===== config.mk =====
export PLATFORM = sky130hd
export DESIGN_NAME = mmio_uart_tx
export DESIGN_NICKNAME = d
export VERILOG_FILES = /design/src/rtl/uart_tx_pkg.sv /design/src/rtl/mmio_uart_tx_sync_fifo.sv /design/src/rtl/mmio_uart_tx.sv
export SDC_FILE = /design/constraint.sdc
export NUM_CORES = 1
export LEC_CHECK = 0
export BUFFER_PORTS_ARGS = -buffer_cell sky130_fd_sc_hd__buf_2
export CAP_MARGIN = 20
export CORE_MARGIN = 2
export CORE_UTILIZATION = 40
export DETAILED_ROUTE_END_ITERATION = 12
export PLACE_DENSITY = 0.6
export SYNTH_ARGS = -nofsm -noshare
export SYNTH_HDL_FRONTEND = slang
export SYNTH_SLANG_ARGS = --single-unit

===== constraint.sdc =====
create_clock -name clk -period 4 [get_ports clk]
set_input_delay 0.2 -clock clk [delete_from_list [all_inputs] [get_ports clk]]
set_output_delay 0.2 -clock clk [all_outputs]
set_load 0.02 [all_outputs]

===== src/rtl/uart_tx_pkg.sv =====
// Shared definitions for the memory-mapped UART transmitter: bus write
// encodings, register offsets, STATUS bit positions and the TX FSM states.
package uart_tx_pkg;

   // write_enable encodings used on the core's data-memory port
   localparam logic [2:0] WE_NONE = 3'b000;
   localparam logic [2:0] WE_BYTE = 3'b100;
   localparam logic [2:0] WE_HALF = 3'b010;
   localparam logic [2:0] WE_WORD = 3'b001;

   // register offsets, addr[3:2]
   localparam logic [1:0] OFF_TXDATA  = 2'd0;
   localparam logic [1:0] OFF_STATUS  = 2'd1;
   localparam logic [1:0] OFF_DIVISOR = 2'd2;
   localparam logic [1:0] OFF_RSVD    = 2'd3;

   // STATUS bit positions
   localparam int ST_BUSY    = 0;
   localparam int ST_FULL    = 1;
   localparam int ST_EMPTY   = 2;
   localparam int ST_OVF     = 3;
   localparam int ST_CNT_LSB = 8;

   typedef enum logic [1:0] {
      S_IDLE,
      S_START,
      S_DATA,
      S_STOP
   } tx_state_t;

   // Only the three legal encodings count as a store; anything else is ignored.
   function automatic logic we_valid(input logic [2:0] we);
      return (we != WE_NONE) && ((we == WE_BYTE) || (we == WE_HALF) || (we == WE_WORD));
   endfunction

endpackage


===== src/rtl/mmio_uart_tx_sync_fifo.sv =====
// Synchronous FIFO with power-of-two depth. The read data is the head entry,
// visible combinationally so a pop can consume it in the same cycle.
module sync_fifo #(
   parameter int WIDTH = 8,
   parameter int DEPTH = 8,
   localparam int AW = $clog2(DEPTH),
   localparam int CW = AW + 1
) (
   input  logic             clk,
   input  logic             rst,
   input  logic             push,
   input  logic             pop,
   input  logic [WIDTH-1:0] wr_data,
   output logic [WIDTH-1:0] rd_data,
   output logic             full,
   output logic             empty,
   output logic [CW-1:0]    count
);

   logic [WIDTH-1:0] mem [DEPTH];
   logic [AW-1:0]    wr_ptr;
   logic [AW-1:0]    rd_ptr;
   logic             do_push;
   logic             do_pop;

   // A push into a full FIFO is still accepted when a pop frees a slot that cycle.
   assign do_pop  = pop && !empty;
   assign do_push = push && (!full || do_pop);

   assign full    = (count == CW'(DEPTH));
   assign empty   = (count == '0);
   assign rd_data = mem[rd_ptr];

   // Storage write.
   // NOTE: the data array has no reset; pointers and count alone define validity.
   always_ff @(posedge clk) begin
      if (do_push) mem[wr_ptr] <= wr_data;
   end

   // Pointer and occupancy tracking; pointers wrap naturally at the power-of-two depth.
   // NOTE: non-blocking assignments keep every register updating from pre-edge values.
   always_ff @(posedge clk or posedge rst) begin
      if (rst) begin
         wr_ptr <= '0;
         rd_ptr <= '0;
         count  <= '0;
      end else begin
         if (do_push) wr_ptr <= wr_ptr + AW'(1);
         if (do_pop)  rd_ptr <= rd_ptr + AW'(1);
         count <= count + CW'(do_push) - CW'(do_pop);
      end
   end

endmodule


===== src/rtl/mmio_uart_tx.sv =====
// Memory-mapped UART transmitter: register decode, byte FIFO and an 8N1 serial
// FSM. Reads are combinational from addr; writes land on the clock edge.
module mmio_uart_tx
   import uart_tx_pkg::*;
#(
   parameter logic [31:0] BASE_ADDR   = 32'h0000_2000,
   parameter int          DEPTH       = 8,
   parameter logic [15:0] DEFAULT_DIV = 16'd103
) (
   input  logic        clk,
   input  logic        rst,
   input  logic [2:0]  write_enable,
   input  logic [31:0] addr,
   input  logic [31:0] data_in,
   output logic [31:0] data_out,
   output logic        tx,
   output logic        busy
);

   localparam int CW = $clog2(DEPTH) + 1;

   logic            hit;
   logic            wr;
   logic [1:0]      off;
   logic            fifo_push;
   logic            fifo_full;
   logic            fifo_empty;
   logic [CW-1:0]   fifo_count;
   logic [7:0]      fifo_rd_data;
   logic            start_frame;
   logic            overflow;
   logic            overflow_set;
   logic            overflow_clr;
   logic [15:0]     divisor;
   tx_state_t       state;
   logic [7:0]      shift_reg;
   logic [2:0]      bit_cnt;
   logic [15:0]     period_cnt;
   logic [15:0]     frame_div;
   logic            unused_bits;

   // Byte-lane selects within a word and upper store bytes play no part here.
   assign unused_bits = ^{addr[1:0], data_in[31:16]};

   assign hit = (addr[31:4] == BASE_ADDR[31:4]);
   assign wr  = hit && we_valid(write_enable);
   assign off = addr[3:2];

   assign fifo_push = wr && (off == OFF_TXDATA);

   // The FSM pops when idle, or at the last stop-bit cycle for back-to-back frames.
   assign start_frame = !fifo_empty &&
                        ((state == S_IDLE) || ((state == S_STOP) && (period_cnt == '0)));

   // A push to a full FIFO is dropped unless the FSM frees a slot the same cycle.
   assign overflow_set = fifo_push && fifo_full && !start_frame;
   assign overflow_clr = wr && (off == OFF_STATUS) && data_in[ST_OVF];

   sync_fifo #(
      .WIDTH (8),
      .DEPTH (DEPTH)
   ) u_fifo (
      .clk     (clk),
      .rst     (rst),
      .push    (fifo_push),
      .pop     (start_frame),
      .wr_data (data_in[7:0]),
      .rd_data (fifo_rd_data),
      .full    (fifo_full),
      .empty   (fifo_empty),
      .count   (fifo_count)
   );

   // Sticky overflow flag; a set in the same cycle as a clear wins.
   always_ff @(posedge clk or posedge rst) begin
      if (rst)               overflow <= 1'b0;
      else if (overflow_set) overflow <= 1'b1;
      else if (overflow_clr) overflow <= 1'b0;
   end

   // Bit-period divisor register; byte stores touch only the low byte.
   always_ff @(posedge clk or posedge rst) begin
      if (rst) begin
         divisor <= DEFAULT_DIV;
      end else if (wr && (off == OFF_DIVISOR)) begin
         if (write_enable == WE_BYTE) divisor[7:0] <= data_in[7:0];
         else                         divisor      <= data_in[15:0];
      end
   end

   // Zero-latency read mux.
   // NOTE: data_out gets a full default first so no path through the case infers a latch.
   always_comb begin
      data_out = '0;
      if (hit) begin
         case (off)
            OFF_STATUS: begin
               data_out[ST_BUSY]             = busy;
               data_out[ST_FULL]             = fifo_full;
               data_out[ST_EMPTY]            = fifo_empty;
               data_out[ST_OVF]              = overflow;
               data_out[ST_CNT_LSB +: CW]    = fifo_count;
            end
            OFF_DIVISOR: data_out[15:0] = divisor;
            OFF_TXDATA,
            OFF_RSVD:    data_out = '0;
            default:     data_out = '0;
         endcase
      end
   end

   // Serial FSM: each phase lasts frame_div+1 clocks; tx and busy are registered.
   always_ff @(posedge clk or posedge rst) begin
      if (rst) begin
         state      <= S_IDLE;
         tx         <= 1'b1;
         busy       <= 1'b0;
         shift_reg  <= '0;
         bit_cnt    <= '0;
         period_cnt <= '0;
         frame_div  <= '0;
      end else begin
         case (state)
            S_IDLE: begin
               if (start_frame) begin
                  state      <= S_START;
                  tx         <= 1'b0;
                  busy       <= 1'b1;
                  shift_reg  <= fifo_rd_data;
                  period_cnt <= divisor;
                  frame_div  <= divisor;
               end
            end
            S_START: begin
               if (period_cnt == '0) begin
                  state      <= S_DATA;
                  tx         <= shift_reg[0];
                  shift_reg  <= shift_reg >> 1;
                  bit_cnt    <= '0;
                  period_cnt <= frame_div;
               end else begin
                  period_cnt <= period_cnt - 16'd1;
               end
            end
            S_DATA: begin
               if (period_cnt == '0) begin
                  period_cnt <= frame_div;
                  if (bit_cnt == 3'd7) begin
                     state <= S_STOP;
                     tx    <= 1'b1;
                  end else begin
                     bit_cnt   <= bit_cnt + 3'd1;
                     tx        <= shift_reg[0];
                     shift_reg <= shift_reg >> 1;
                  end
               end else begin
                  period_cnt <= period_cnt - 16'd1;
               end
            end
            S_STOP: begin
               if (period_cnt == '0) begin
                  if (start_frame) begin
                     state      <= S_START;
                     tx         <= 1'b0;
                     shift_reg  <= fifo_rd_data;
                     period_cnt <= divisor;
                     frame_div  <= divisor;
                  end else begin
                     state <= S_IDLE;
                     busy  <= 1'b0;
                  end
               end else begin
                  period_cnt <= period_cnt - 16'd1;
               end
            end
            default: begin
               state <= S_IDLE;
               tx    <= 1'b1;
               busy  <= 1'b0;
            end
         endcase
      end
   end

endmodule


# Word level (Yosys, flattened, before mapping)
# Memory sizes are Yosys's and may differ from the RTL's.
# Index checks and enable logic that the tools add are counted.
[classes]
n_addsub = 6
n_eq_ne = 19
mux = 43
n_bitwise = 1
n_reduce_logical = 36
[ops]
columns = ["operator", "count"]
rows = [
  ["$mux W16", 6],
  ["$pmux W16 S3", 1],
  ["$mux W8", 5],
  ["$pmux W16 S2", 1],
  ["$pmux W8 S4", 1],
  ["$eq A28 B10 Y1 const B", 1],
  ["$pmux W4 S3", 2],
  ["$logic_not A16 Y1", 1],
  ["$sub A16 B1 Y16 const B", 1],
  ["$mux W1", 13],
  ["$logic_and A1 B1 Y1", 12],
  ["$ne A2 B2 Y1 const B", 6],
  ["$reduce_and A4 Y1", 3],
  ["$mux W2", 5],
  ["$add A3 B1 Y3 const B", 3],
  ["$mux W3", 3],
  ["$eq A2 B2 Y1 const B", 4],
  ["$mux W4", 2],
  ["$pmux W2 S4", 1],
  ["$eq A3 B3 Y1 const B", 2],
  ["$pmux W3 S2", 1],
  ["$reduce_bool A2 Y1", 3],
  ["$reduce_and A5 Y1", 1],
  ["$add A4 B1 Y4", 1],
  ["17 further kinds", 26],
]
[word_totals]
ff_bits = 74
mem_bits_rw = 64
inputBits = 69
output_inout_bits = 34
memories = 1
[memory_table]
columns = ["name", "depth", "width", "read_ports", "rd_clocked_by_memory_dff", "write_ports", "line", "text"]
rows = [
  ["u_fifo.mem", 8, 8, 1, 0, 1, "mmio_uart_tx_sync_fifo.sv:20", "logic [WIDTH-1:0] mem [DEPTH];"],
]

# Depth between registers and ports, before layout
# Gate-level depths: netlist of run 1.
[logic_depth]
word_depth = 9
depth_mapped = 12

# Hierarchy
# A second synthesis of run 1 with hierarchy kept.
[hier_totals]
cells_unflattened = 543
hier_area_um2 = 7168.1
[modules_own_cells]
columns = ["mod", "n_inst", "cells_per_inst", "area_per_inst_um2", "seq_area_each_um2"]
rows = [
  ["mmio_uart_tx", 1, 387, 4066.4, 1609.0],
  ["sync_fifo", 1, 156, 3101.7, 2172.1],
]

# Least setup slack after synthesis of run 1
# OpenSTA, ideal clock, no wires.
[synth_path]
path_kind = "register -> register"
from = "reg period_cnt[11]"
to = "mem u_fifo.mem[1][0], enable pin"
arrival_ns = 2.492
t_required_ns = 3.617
setup_slack_ns = 1.125
path_stages_with_launch = 7
path_buffers = 1
period_less_slack_ns = 2.875
cell_sequence = "dfrtp_1 buf_2 or4_4 or4_4 o211ai_2 nand3_1 nor3_1"
[synth_between]
elab_chain_cells = 9
[synth_lines]
columns = ["element", "line", "text"]
rows = [
  ["from (decl)", "mmio_uart_tx.sv:38", "logic [15:0] period_cnt;"],
  ["from (signal assigned)", "mmio_uart_tx.sv:130", "period_cnt <= divisor;"],
  ["from (signal assigned)", "mmio_uart_tx.sv:140", "period_cnt <= frame_div;"],
  ["from (signal assigned)", "mmio_uart_tx.sv:142", "period_cnt <= period_cnt - 16'd1;"],
  ["$logic_not A16 Y1", "mmio_uart_tx.sv:53", "((state == S_IDLE) || ((state == S_STOP) && (period_cnt == '0)));"],
  ["$logic_and A1 B1 Y1", "mmio_uart_tx.sv:53", ""],
  ["$logic_or A1 B1 Y1", "mmio_uart_tx.sv:53", ""],
  ["$logic_and A1 B1 Y1", "mmio_uart_tx.sv:52", "assign start_frame = !fifo_empty &&"],
  ["$logic_and A1 B1 Y1", "mmio_uart_tx_sync_fifo.sv:27", "assign do_pop = pop && !empty;"],
  ["$logic_or A1 B1 Y1", "mmio_uart_tx_sync_fifo.sv:28", "assign do_push = push && (!full || do_pop);"],
  ["$logic_and A1 B1 Y1", "mmio_uart_tx_sync_fifo.sv:28", ""],
  ["$mux W1", "mmio_uart_tx_sync_fifo.sv:37", "if (do_push) mem[wr_ptr] <= wr_data;"],
  ["$mux W1 (not written as such)", "mmio_uart_tx_sync_fifo.sv:37", ""],
  ["to (decl)", "mmio_uart_tx_sync_fifo.sv:20", ""],
]
# Every way passes these cells.

# Final worst setup path of run 1
[layout_path]
from = "reg period_cnt[0]"
to = "reg u_fifo.count[2]"
[layout_between]
elab_chain_cells = 9
[layout_lines]
columns = ["element", "line", "text"]
rows = [
  ["$logic_not A16 Y1", "mmio_uart_tx.sv:53", ""],
  ["$logic_and A1 B1 Y1", "mmio_uart_tx.sv:53", ""],
  ["$logic_or A1 B1 Y1", "mmio_uart_tx.sv:53", ""],
  ["$logic_and A1 B1 Y1", "mmio_uart_tx.sv:52", ""],
  ["$logic_and A1 B1 Y1", "mmio_uart_tx_sync_fifo.sv:27", ""],
  ["$logic_or A1 B1 Y1", "mmio_uart_tx_sync_fifo.sv:28", ""],
  ["$logic_and A1 B1 Y1", "mmio_uart_tx_sync_fifo.sv:28", ""],
  ["net u_fifo.do_push", "mmio_uart_tx_sync_fifo.sv:23", "logic do_push;"],
  ["$add A4 B1 Y4", "mmio_uart_tx_sync_fifo.sv:50", "count <= count + CW'(do_push) - CW'(do_pop);"],
  ["$sub A4 B1 Y4", "mmio_uart_tx_sync_fifo.sv:50", ""],
  ["to (signal assigned)", "mmio_uart_tx_sync_fifo.sv:50", ""],
  ["to (decl)", "mmio_uart_tx_sync_fifo.sv:17", "output logic [CW-1:0] count"],
]
# The timed path passes the listed nets, and every way through them passes these cells.
# A chain may end at the register's enable or synchronous reset.

==> impl_summary.md, run 1 <==
Cells and area
The final instance area is roughly 8000 um2. The largest registers in the layout are u_fifo.mem: 64 flops, divisor: 16 flops, frame_div: 16 flops. The register with the most flip-flops is u_fifo.mem. The number of flip-flops under the largest register name is 64. Leaving out fill and tap cells, the most frequent cells in the layout are 68 x dfrtp_1, 68 x buf_2, 64 x edfxtp_1.

The count of nets after finishing is between 600 and 700. The proportion of layout cells with a drive suffix above 1 is 0.293. The area growth from synthesis to layout is 18.5%.

Setup path
In this design, the largest share of critical-path delay is due to adder cells. The launch instance of the worst register-to-register path is period_cnt[0]. The cell with the biggest individual delay on the critical path is dfrtp_1. The endpoint kind of the worst setup timing path is a register. The data required time of the worst path is around 4.3 ns. The startpoint class of the critical path is a register.

The critical path launch point is period_cnt[0]. The buffers plus inverters on the worst setup path is 4. Among the stages of the critical path, the cell type that occurs most often is inv_1.

Traced cell by cell, the critical path runs through inv_1, ha_1, nor3b_1, buf_4, nand4_2, o211ai_2, nand2_1, inv_1, ha_1, inv_1, fa_1, xnor2_1. The setup path with the least slack is of type reg -> reg. The longest individual stage delay on the worst path is 0.42 ns. The arrival time at the worst endpoint is ~3.3 ns. Of all nets on the critical path, the largest fanout is 10.

Timing
The relative slew slack is 0.364. Setup repair after global routing left no endpoint under its margin. The max-slew violation count is 0. The number of setup violations in the final report is 0. Based on the critical path, the design can be clocked at up to around 340 MHz. The worst-margin pin slew is 0.955 ns. The smallest clock period supported by the final layout is computed as around 3.0 ns.

The number of hold-slack violations in the final timing report was 0. Dividing the final minimum period by the clock period gives 0.739. The total negative slack for setup checks is 0 ns.

The maximum clock skew at final layout is ~0.010 ns.

Drt
The post-detailed-route via-to-cell ratio is roughly 5.4. The wire length after detailed routing is approximately 15 mm. Summing over every cut layer, the via total after detailed routing is approximately 4500. Dividing the detail-routed wire length by the instance count gives ~18 um.

The detailed-routing iteration count for the pre-antenna-repair pass is 4. The first-iteration detailed-routing DRC count is about 350. In the routed design, unresolved DRC markers number 0. Once detail routing completed, the nets flagged for antenna violations numbered 0.

Logic synthesis
The fraction of the yosys area taken by sequential cells is 0.553. After synthesis the netlist holds a flip-flop and latch count of roughly 140. The count of cell types in the netlist is 65. In the synthesized netlist, the number of instances is around 520. The most used flip-flop cell after synthesis is dfrtp_1. For this run, the number of Yosys warnings is 0.

The synthesized area divided by synthesized cell count is ~13 um2. In this run, synthesis inferred 64 flip-flops with an integrated enable. The fraction of registers with async set/reset is 0.536. After synthesis the cells add up to slightly below 7000 um2.

GRT
The sum of overflow across all layers after global routing is 0. The first global-routing pass estimated 23.8 mm of wire. The number of global-route vias before repair came to ~4500. Entering global routing, the biggest net connects between 40 and 50 pins. The aggregate global-route resource usage is 0.173.

The initial antenna violation count is 1.

Worst hold path
The worst min-delay path category is in -> reg. The source of the worst hold timing path is data_in[11].

Floorplan
The effective utilization at floorplan is 0.411. In this run the core area contains 47 standard-cell rows. The I/O pin count is just over 100.

The core region is 16600 um2. Measured along the x axis, the die boundary spans 135 um. The die is ~130 um tall. The floorplan die area is ~18000 um2.

Clocking
The total setup buffers inserted after CTS is 0. The root buffer cell chosen for the clock tree is clkbuf_16. The count of instances resized after the clock tree is built is 0.

TritonCTS built the clock tree. The clock network latency to the later pin of the worst-skew pair is around 0.43 ns. The number of buffers on the longest clock path is 2. The number of buffers inserted during clock tree synthesis is 17. The total number of clock tree sinks is around 140.

The clock-pin slew on the worst setup and hold paths is ~0.06 ns. The H-tree was split into 4 levels. Hold repair after CTS inserted 4 buffers.

Pwr
Of the total power, the share spent switching nets is 0.383. The cell area power density is roughly 720 nW/um2. The worst-case IR drop observed on VDD is 442 uV.

The part of the power in combinational logic is 0.448. The clock share of power is 0.262. For this design the total switching power over the nets is 2.25 mW. The share of total power dissipated in sequential elements is 0.289. The cell internal power dissipation is approximately 3.6 mW. The leakage power total is between 3 and 4 nW.

Place
The count of port buffers added during placement is ~70. At the end of routability-driven placement, the weighted congestion stood at 0.830. The placed instance area is 7430 um2.

The HPWL after detailed placement is around 10 mm.

Status
The run finished with clean final reports.

Job
The number of maximum-capacitance constraint violations is 0.
==> through the flow <==
stage          total power [mW]  setup WS, ns  cells  hold WS, ns  utilization
6_report                   5.86          1.04    846       0.0132        0.487
5_1_grt                    6.21         0.796    845      0.00669        0.487
4_1_cts                    5.87          1.03    841     0.000280        0.484
3_5_place_dp               4.32          1.06    805        0.437        0.446
3_3_place_gp               4.25          1.10    805        0.432        0.446
2_1_floorplan              3.69          1.12    537        0.299            -
==> layout make-up <==
| cell class | instances | area [um2] |
|---|---|---|
| Inverter | 15 | 56.3 |
| Multi-Input combinational cell | 344 | 2830 |
| Clock buffer | 17 | 425 |
| Clock inverter | 15 | 155 |
| Timing Repair Buffer | 96 | 586 |
| Tap cell | 220 | 275 |
| Fill cell | 1484 | 8530 |
| Antenna cell | 1 | 2.50 |
| Sequential cell | 138 | 3780 |
==> cell families after synthesis <==
family	count (synthesis)	share of synthesized area
flip-flops	138	0.553
AND/OR/NAND/NOR	126	0.105
AO/OA/AOI/OAI	86	0.0891
multiplexers	81	0.156
buffers and inverters	55	0.0423
XOR/XNOR	19	0.0243
adder cells (fa/ha/maj)	16	0.0304
other	1	0.000548
==> worst paths after layout <==
kind / to / slack (ns) / depth (start not counted)
setup / recovery: u_fifo.count[2] / 1.04 / 12
hold / removal: divisor[11] / 0.01 / 2
setup reg to reg: u_fifo.count[2] / 1.04 / 12
hold reg to reg: frame_div[4] / 0.49 / 1
max in group asynchronous: tx / 3.16 / 4
min in group asynchronous: shift_reg[1] / 0.21 / 3
==> cell usage after synthesis (all sizes together), types with 3 or more instances <==
library cell,n,area share
nand3b,3,0.0033
and2,9,0.0082
nand4,4,0.0046
nand3,8,0.0059
nor2,25,0.014
edfxtp,64,0.28
dfrtp,68,0.25
a22o,3,0.0038
nor4,12,0.013
nand2,26,0.014
buf,26,0.026
inv,15,0.0082
mux2,43,0.071
xnor2,14,0.018
a21oi,13,0.010
nand2b,10,0.0091
nor4b,4,0.0051
a22oi,15,0.016
clkbuf,14,0.0077
o211ai,4,0.0071
nor3b,4,0.0044
xor2,5,0.0064
ha,15,0.027
o22ai,10,0.0091
dfstp,6,0.023
nor3,10,0.0095
mux2i,22,0.032
mux4,16,0.053
o31a,3,0.0038
o31ai,4,0.0044
o21ai,17,0.014
==> power groups by stage <==
stage                     Clock [mW]  Combinational [mW]  Sequential [mW]
final                           1.54                2.63             1.69
after global routing            1.62                2.89             1.70
after CTS                       1.56                2.61             1.69
after detailed placement           0                2.60             1.72
after global placement             0                2.53             1.72
after floorplan                    0                2.01             1.68
==> layer usage <==
metal / wire length [um] / vias to the layer above / global-route usage
li1: - / 2122 / -
met1: 7000 / 2258 / 0.237
met2: 7040 / 144 / 0.271
met3: 773 / 19 / 0.0462
met4: 218 / 0 / 0.0532
met5: 0 / - / 0
Note: power is estimated with default switching activity, not from simulation.
==> run 2, diff against run 1 <==
PLACE_DENSITY = 0.63   (was 0.6)
clock period = 2.7 ns   (was 4 ns; I/O delays follow)
==> run 2 against run 1 <==
  * Routed wire length up 3.4%
  * Clock skew down 0.0011 ns
  * Count of clock-buffer cells in the layout up 1
  * Via count rose by 3.9%
  * Critical path depth fell by 5
  * Final cell count is 3.0% higher
  * Largest cell class unchanged
  * Setup slack worse by 0.98 ns
  * Maximum frequency up 12%
  * First-iteration DRC count rose by 1.4%
  * Clock power is 45% higher
==> impl_summary.md, run 2 (synthesized netlist as in run 1, its figures left out) <==
Setup path
The launch instance of the worst register-to-register path is period_cnt[11]. The kind of cell adding the most delay to the critical path is simple AND/OR/NAND/NOR gates. Along the worst path, the maximum fanout reaches 15.

Counting cells, the worst reg-to-reg path comes to 7. The arrival time at the worst endpoint is between 2 and 3 ns. For this run, the slowest stage of the critical path takes around 0.54 ns. The register-to-register setup slack is roughly 0.065 ns.

The data required time of the worst path is between 3 and 4 ns. The buffers plus inverters on the worst setup path is 2. The endpoint kind of the worst setup timing path is a register. The startpoint class of the critical path is a register. The worst register-to-register path ends at period_cnt[4].

Among all stages on the critical path, the largest delay is contributed by or4_4. The critical path launch point is period_cnt[11]. By startpoint and endpoint, the worst setup path is classified as reg -> reg.

Traced cell by cell, the critical path runs through or4_4, or4_4, o21ai_4, buf_4, buf_4, mux2_2, o211ai_1. The logic depth of the worst setup path including buffers is 7. The critical path ends at period_cnt[4].

Floorplan
The die is between 100 and 150 um wide. The core footprint is between 15000 and 20000 um2. roughly 100 I/O pins were placed. The die is between 100 and 150 um tall. The floorplan step defined a die boundary enclosing about 18000 um2. The initial utilization of the core area, before any placement, comes to 0.411.

In this run the core area contains 47 standard-cell rows.

Timing
Setup slack closes at 0.0646 ns. The worst-margin pin slew is a little over 0.8 ns. Setup repair after global routing could not meet its margin everywhere.

The hold slack is 0.0166 ns. Headroom to the max-slew limit came out at 0.456. Setup violations remaining at the end of the flow were counted as 0. The maximum clock skew at final layout is 0.00925 ns. The total negative slack for setup checks is 0 ns. The max-slew violation count came to 0.

In the finished design, the share of the clock period the worst path needs comes to 0.976. The number of hold-slack violations in the final timing report is 0. The clock period minus final worst setup slack is roughly 2.6 ns. The highest attainable clock frequency is roughly 380 MHz.

Cells and area
For this run, the number of standard cells in the final layout without fillers is slightly below 900. After routing the design area is ~8300 um2. The library cells used most frequently in the layout, excluding fill and tap cells, are 68 x dfrtp_1, 68 x buf_2, 64 x edfxtp_1. In the final layout, the registers with the most flip-flops are u_fifo.mem: 64 flops, divisor: 16 flops, frame_div: 16 flops.

The area growth from synthesis to layout is 21.7%. The final core utilization is 0.500. After the last flow step, the layout net total stands at roughly 720.

The register with the most flip-flops is u_fifo.mem. The proportion of layout cells with a drive suffix above 1 is 0.323. The count of antenna diodes in the layout is 0. The number of flip-flops under the largest register name is between 60 and 70.

GRT
The aggregate global-route resource usage is 0.183. The initial antenna violation count came to 0. The wire length of the first global-routing pass is 25.2 mm. The number of global-route vias before repair is a little under 5000. The sum of overflow across all layers after global routing is 0. The largest net degree at the start of global routing is 40.

Pwr
For this design the static power due to leakage is 3.51 nW. For this design the ratio of total power to cell area is ~1100 nW/um2. VDD sags by at most between 700 and 800 uV. The post-layout total power is ~9.0 mW.

Clocking
The clock reaches the later pin of the worst-skew pair after around 0.43 ns. The tree is rooted in a clkbuf_16. The total number of clock tree sinks is ~140. The clock-pin slew on the worst setup and hold paths is approximately 0.060 ns.

The number of buffers on the longest clock path is 2. In this run the number of H-tree levels came out at 4. The CTS tree is done. Buffers inserted during clock tree synthesis total 17.

Place
The pre-CTS worst setup slack is ~0.087 ns. Once placement finished, the instance area stood at 7640 um2. The placer congestion estimate is roughly 0.86.

Buffers placed on the I/O ports in this run total around 70. Including well taps, the total number of placed cells is between 800 and 900. The HPWL after detailed placement is around 11 mm.

Job
The number of maximum-capacitance constraint violations is 0.

Drt
The first detailed-routing pass took 5 iterations. The wire length after detailed routing is 15.5 mm. The via count of the routed design is between 4000 and 5000. The number of nets with antenna violations after detailed routing is 0.

After detailed routing, the number of remaining DRC violations is 0. In the final routed layout, each cell accounts on average for 17.8 um. After detailed routing, the number of vias per cell comes to around 5.4.

In this run, the number of DRC markers left after iteration 0 of detailed routing was 351.

Status
The run finished with clean final reports.

Worst hold path
The tightest min-delay check is of the in -> reg type.
-- run 2: cell count changes in the layout (fill, tap and decap cells not counted), sizes merged --
cell,before,now
buf,90,112
clkinv,3,7
dlygate4sd3,6,10
inv,24,21
clkinvlp,2,0
clkbuf,17,18
diode,1,0
-- run 2: metal layers --
| layer | vias to the layer above | part of all wire | GRT usage |
|---|---|---|---|
| li1 | 2169 | - | - |
| met1 | 2378 | 0.45 | 0.247 |
| met2 | 154 | 0.47 | 0.285 |
| met3 | 19 | 0.058 | 0.0511 |
| met4 | 0 | 0.018 | 0.0643 |
| met5 | - | 0 | 0 |
-- run 2: final cells by class --
cell class,count,area (um2)
clock buffer,18,429
timing repair buffer,122,787
fill,1424,8310
clock inverter,14,135
sequential,138,3780
multi-input combinational,344,2860
inverter,15,56.3
tap,220,275
-- run 2: how the worst min path moves through the flow --
stage / start / to / slack, ns / depth (start not counted)
floorplan: data_in[0] / u_fifo.mem[0][0] / 0.23 / 0
global placement: rst / shift_reg[2] / 0.33 / 2
detailed placement: rst / shift_reg[5] / 0.34 / 2
CTS: data_in[4] / u_fifo.mem[3][4] / 0.01 / 1
global route: data_in[4] / u_fifo.mem[3][4] / 0.02 / 1
finish: data_in[4] / u_fifo.mem[3][4] / 0.02 / 1
-- run 2: power breakdown --
group	total, mW	leakage (nW)	internal, mW	switching [mW]
sequential	2.50	1.54	2.38	0.119
combinational	4.31	1.70	2.00	2.31
clock	2.23	0.278	1.28	0.950
total	9.04	3.51	5.66	3.38
-- run 2: repair_timing --
action                                 4_1_cts  5_1_grt
buffers inserted                             0        0
setup endpoints to repair                    0       21
endpoints found under the hold margin       46        0
hold buffers                                10        0
gates resized for setup                      0        5
-- run 2: worst reg2reg max path, cell delays in order (launching register included) --
cell and delay [ns]:
dfrtp_1 0.38, or4_4 0.54, or4_4 0.47, o21ai_4 0.15, buf_4 0.31, buf_4 0.26, mux2_2 0.35, o211ai_1 0.09
==> run 3, diff against run 2 <==
PLACE_DENSITY = 0.6   (was 0.63)
RECOVER_POWER = 25   (was not set)
clock period = 2.5 ns   (was 2.7 ns; I/O delays follow)
==> run 3 against run 2 <==
  * The flow now finishes with violations (setup timing)
  * Count of clock-buffer cells in the layout grew 1
  * Combinational power is 11% higher
  * Routed wire length up 4.5%
  * Die area unchanged
  * Flip-flop and latch count stayed put
  * Global-route usage rose by 0.52 points
  * Maximum frequency hardly changed
  * Critical path type unchanged
  * Critical endpoint is now u_fifo.count[2]
==> impl_summary.md, run 3 (synthesized netlist as in run 1, its figures left out) <==
Cells and area
In the final layout, the share of cells above drive strength 1 is 0.349. The count of nets after finishing is around 740. The largest registers in the layout are u_fifo.mem: 64 flops, divisor: 16 flops, frame_div: 16 flops.

In the layout the commonest cells are 68 x dfrtp_1, 64 x edfxtp_1, 61 x buf_2. Counting flops per register, the top entry is u_fifo.mem. Leaving out fill and tap cells, the most frequent cell in the layout is dfrtp_1.

The area growth from synthesis to layout is 27.0%. The number of flip-flops under the largest register name is 64.

Drt
The first detailed-routing pass ran for 4 iterations. The wire length after detailed routing is roughly 16 mm. In the routed design, unresolved DRC markers number 0. Across all layers, the routed design uses roughly 4700 vias. The post-detailed-route via-to-cell ratio is around 5.3. The average wire per standard cell is approximately 18 um. The detailed router finished its first iteration with 302 violations. The number of nets with antenna violations after detailed routing is 0.

Setup path
The worst register-to-register path has a setup slack of -0.13 ns. The kind of critical path is reg -> reg. Data on the critical path is required at its endpoint by around 2.8 ns. The worst setup path is launched from a register. The endpoint kind of the worst setup timing path is a register. For the worst setup path, the data arrival time is ~2.9 ns.

Along the worst path, the maximum fanout reaches 2. Measured in cells, the most critical reg-to-reg path has a length of 10.

Floorplan
The die covers about 18000 um2. The I/O pin count is approximately 100. The effective utilization at floorplan is 0.411. The die is approximately 130 um wide.

The core footprint is 16600 um2. The initialized floorplan defines 47 standard-cell rows. The y dimension of the die is between 100 and 150 um.

Clocking
TritonCTS built the clock tree. The number of buffers inserted during clock tree synthesis is 17. The total number of H-tree levels is 4. Clock latency on the worst-skew pair, taken at its later pin, is around 0.42 ns. After clock tree synthesis, the clock-pin slew on the worst setup and hold paths is 0.06 ns. The clock passes through at most 2 buffers. For this design, the sink count on the clock tree is roughly 140.

The tree is rooted in a clkbuf_16.

Place
Before CTS, the worst setup slack after placement is -0.159 ns. At the end of routability-driven placement, the weighted congestion stood at ~0.84. During placement, the flow inserted port buffers numbering between 60 and 70. The HPWL after detailed placement is 11.4 mm.

Timing
Setup violations remaining at the end of the flow were counted as 65. The clock arrives with about 0.0076 ns of skew. The highest attainable clock frequency is 380 MHz.

The relative slew slack is 0.464. The total negative slack for setup checks is -4.00 ns. Setup repair after global routing could not meet its margin everywhere. At the pin with the least slew margin, the transition time is roughly 0.8 ns. The worst path in the final design needs a cycle of between 2 and 3 ns, including I/O delays and setup. Of the available clock period, the critical path in the final layout requires 1.05. The max-slew violation count is 0. The number of hold-slack violations in the final timing report is 0. The setup slack of the critical path after layout is -0.135 ns.

Status
The run finished, with violations left. The final reports fail on setup timing.

Job
The tool flagged a number of max-cap violations equal to 0.

GRT
The number of global-route vias before repair came to 4930. The sum of overflow across all layers after global routing is 0. The aggregate global-route resource usage is 0.188.

The initial antenna violation count was 0. The first global-routing pass estimated roughly 26 mm of wire. Entering global routing, the biggest net connects between 60 and 70 pins.

Worst hold path
The number of cells on the worst hold path is 1. The worst min-delay path category is in -> reg.

Pwr
The cell area power density is between 1000 and 1500 nW/um2. In this run the static leakage power is 3.61 nW. The maximum VDD drop is about 800 uV.
## run 3: changes by cell type in the layout (fill, tap and decap cells not counted), moves of 3 or more
cell        before  now
buf_12           1    8
buf_2           68   61
buf_4           42   51
clkbuf_1         1    8
clkinv_4         5    1
clkinvlp_4       0    3
nor2_1          24   18
nor2_4           0    4
## run 3: worst paths after layout
check / from / to
setup / recovery: period_cnt[11] / u_fifo.count[2]
hold / removal: data_in[3] / u_fifo.mem[2][3]
setup reg to reg: period_cnt[11] / u_fifo.count[2]
hold reg to reg: shift_reg[4] / shift_reg[4]
max in group asynchronous: rst / divisor[6]
min in group asynchronous: rst / state[1]
## run 3: metrics by stage
stage | total power, mW | hold slack [ns] | cells | util | instance area, um2
6_report | 10.1 | 0.0524 | 888 | 0.522 | 8690
5_1_grt | 10.7 | 0.0626 | 887 | 0.522 | 8680
4_1_cts | 10.1 | 0.0170 | 883 | 0.515 | 8580
3_5_place_dp | 7.04 | 0.360 | 842 | 0.471 | 7840
3_3_place_gp | 6.90 | 0.356 | 842 | 0.471 | 7840
2_1_floorplan | 5.92 | 0.224 | 537 | - | 6970
## run 3: what timing repair did
action | in CTS | in global routing
resized for setup | 3 | 13
hold buffers | 9 | 0
gates cloned | 0 | 0
setup endpoints to repair | 77 | 97
setup buffers | 0 | 3
hold endpoints to repair | 62 | 0
pin swaps | 3 | 6
## run 3: final cells by class
class                   instances  area (um2)
fillers                      1390        7960
inverters                      15        57.6
flip-flops and latches        138        3780
clock inverters                13         179
repair buffers                138        1000
diodes                          1        2.50
clock buffers                  19         443
multi-input cells             344        2940
well taps                     220         275
## run 3: power by group
group	switching [mW]	internal, mW	total [mW]
Sequential	0.118	2.57	2.69
Clock	1.01	1.62	2.63
Combinational	2.61	2.18	4.79
Total	3.74	6.37	10.1
## run 3: per-layer routing
metal  vias up  part of all wire  GRT usage
li1       2220                 -          -
met1      2359              0.45      0.255
met3        18             0.042     0.0319
met2       150              0.49      0.306
met4         0             0.012     0.0684
met5         -                 0          0
## run 3: critical path: stages, from the launching register on
cell      delay [ns]
dfrtp_1         0.38
or4_4           0.56
or4_4           0.46
o21ai_4         0.16
nand2b_1        0.10
inv_2           0.06
a21o_1          0.08
ha_2            0.18
inv_2           0.04
fa_1            0.37
xnor2_1         0.14
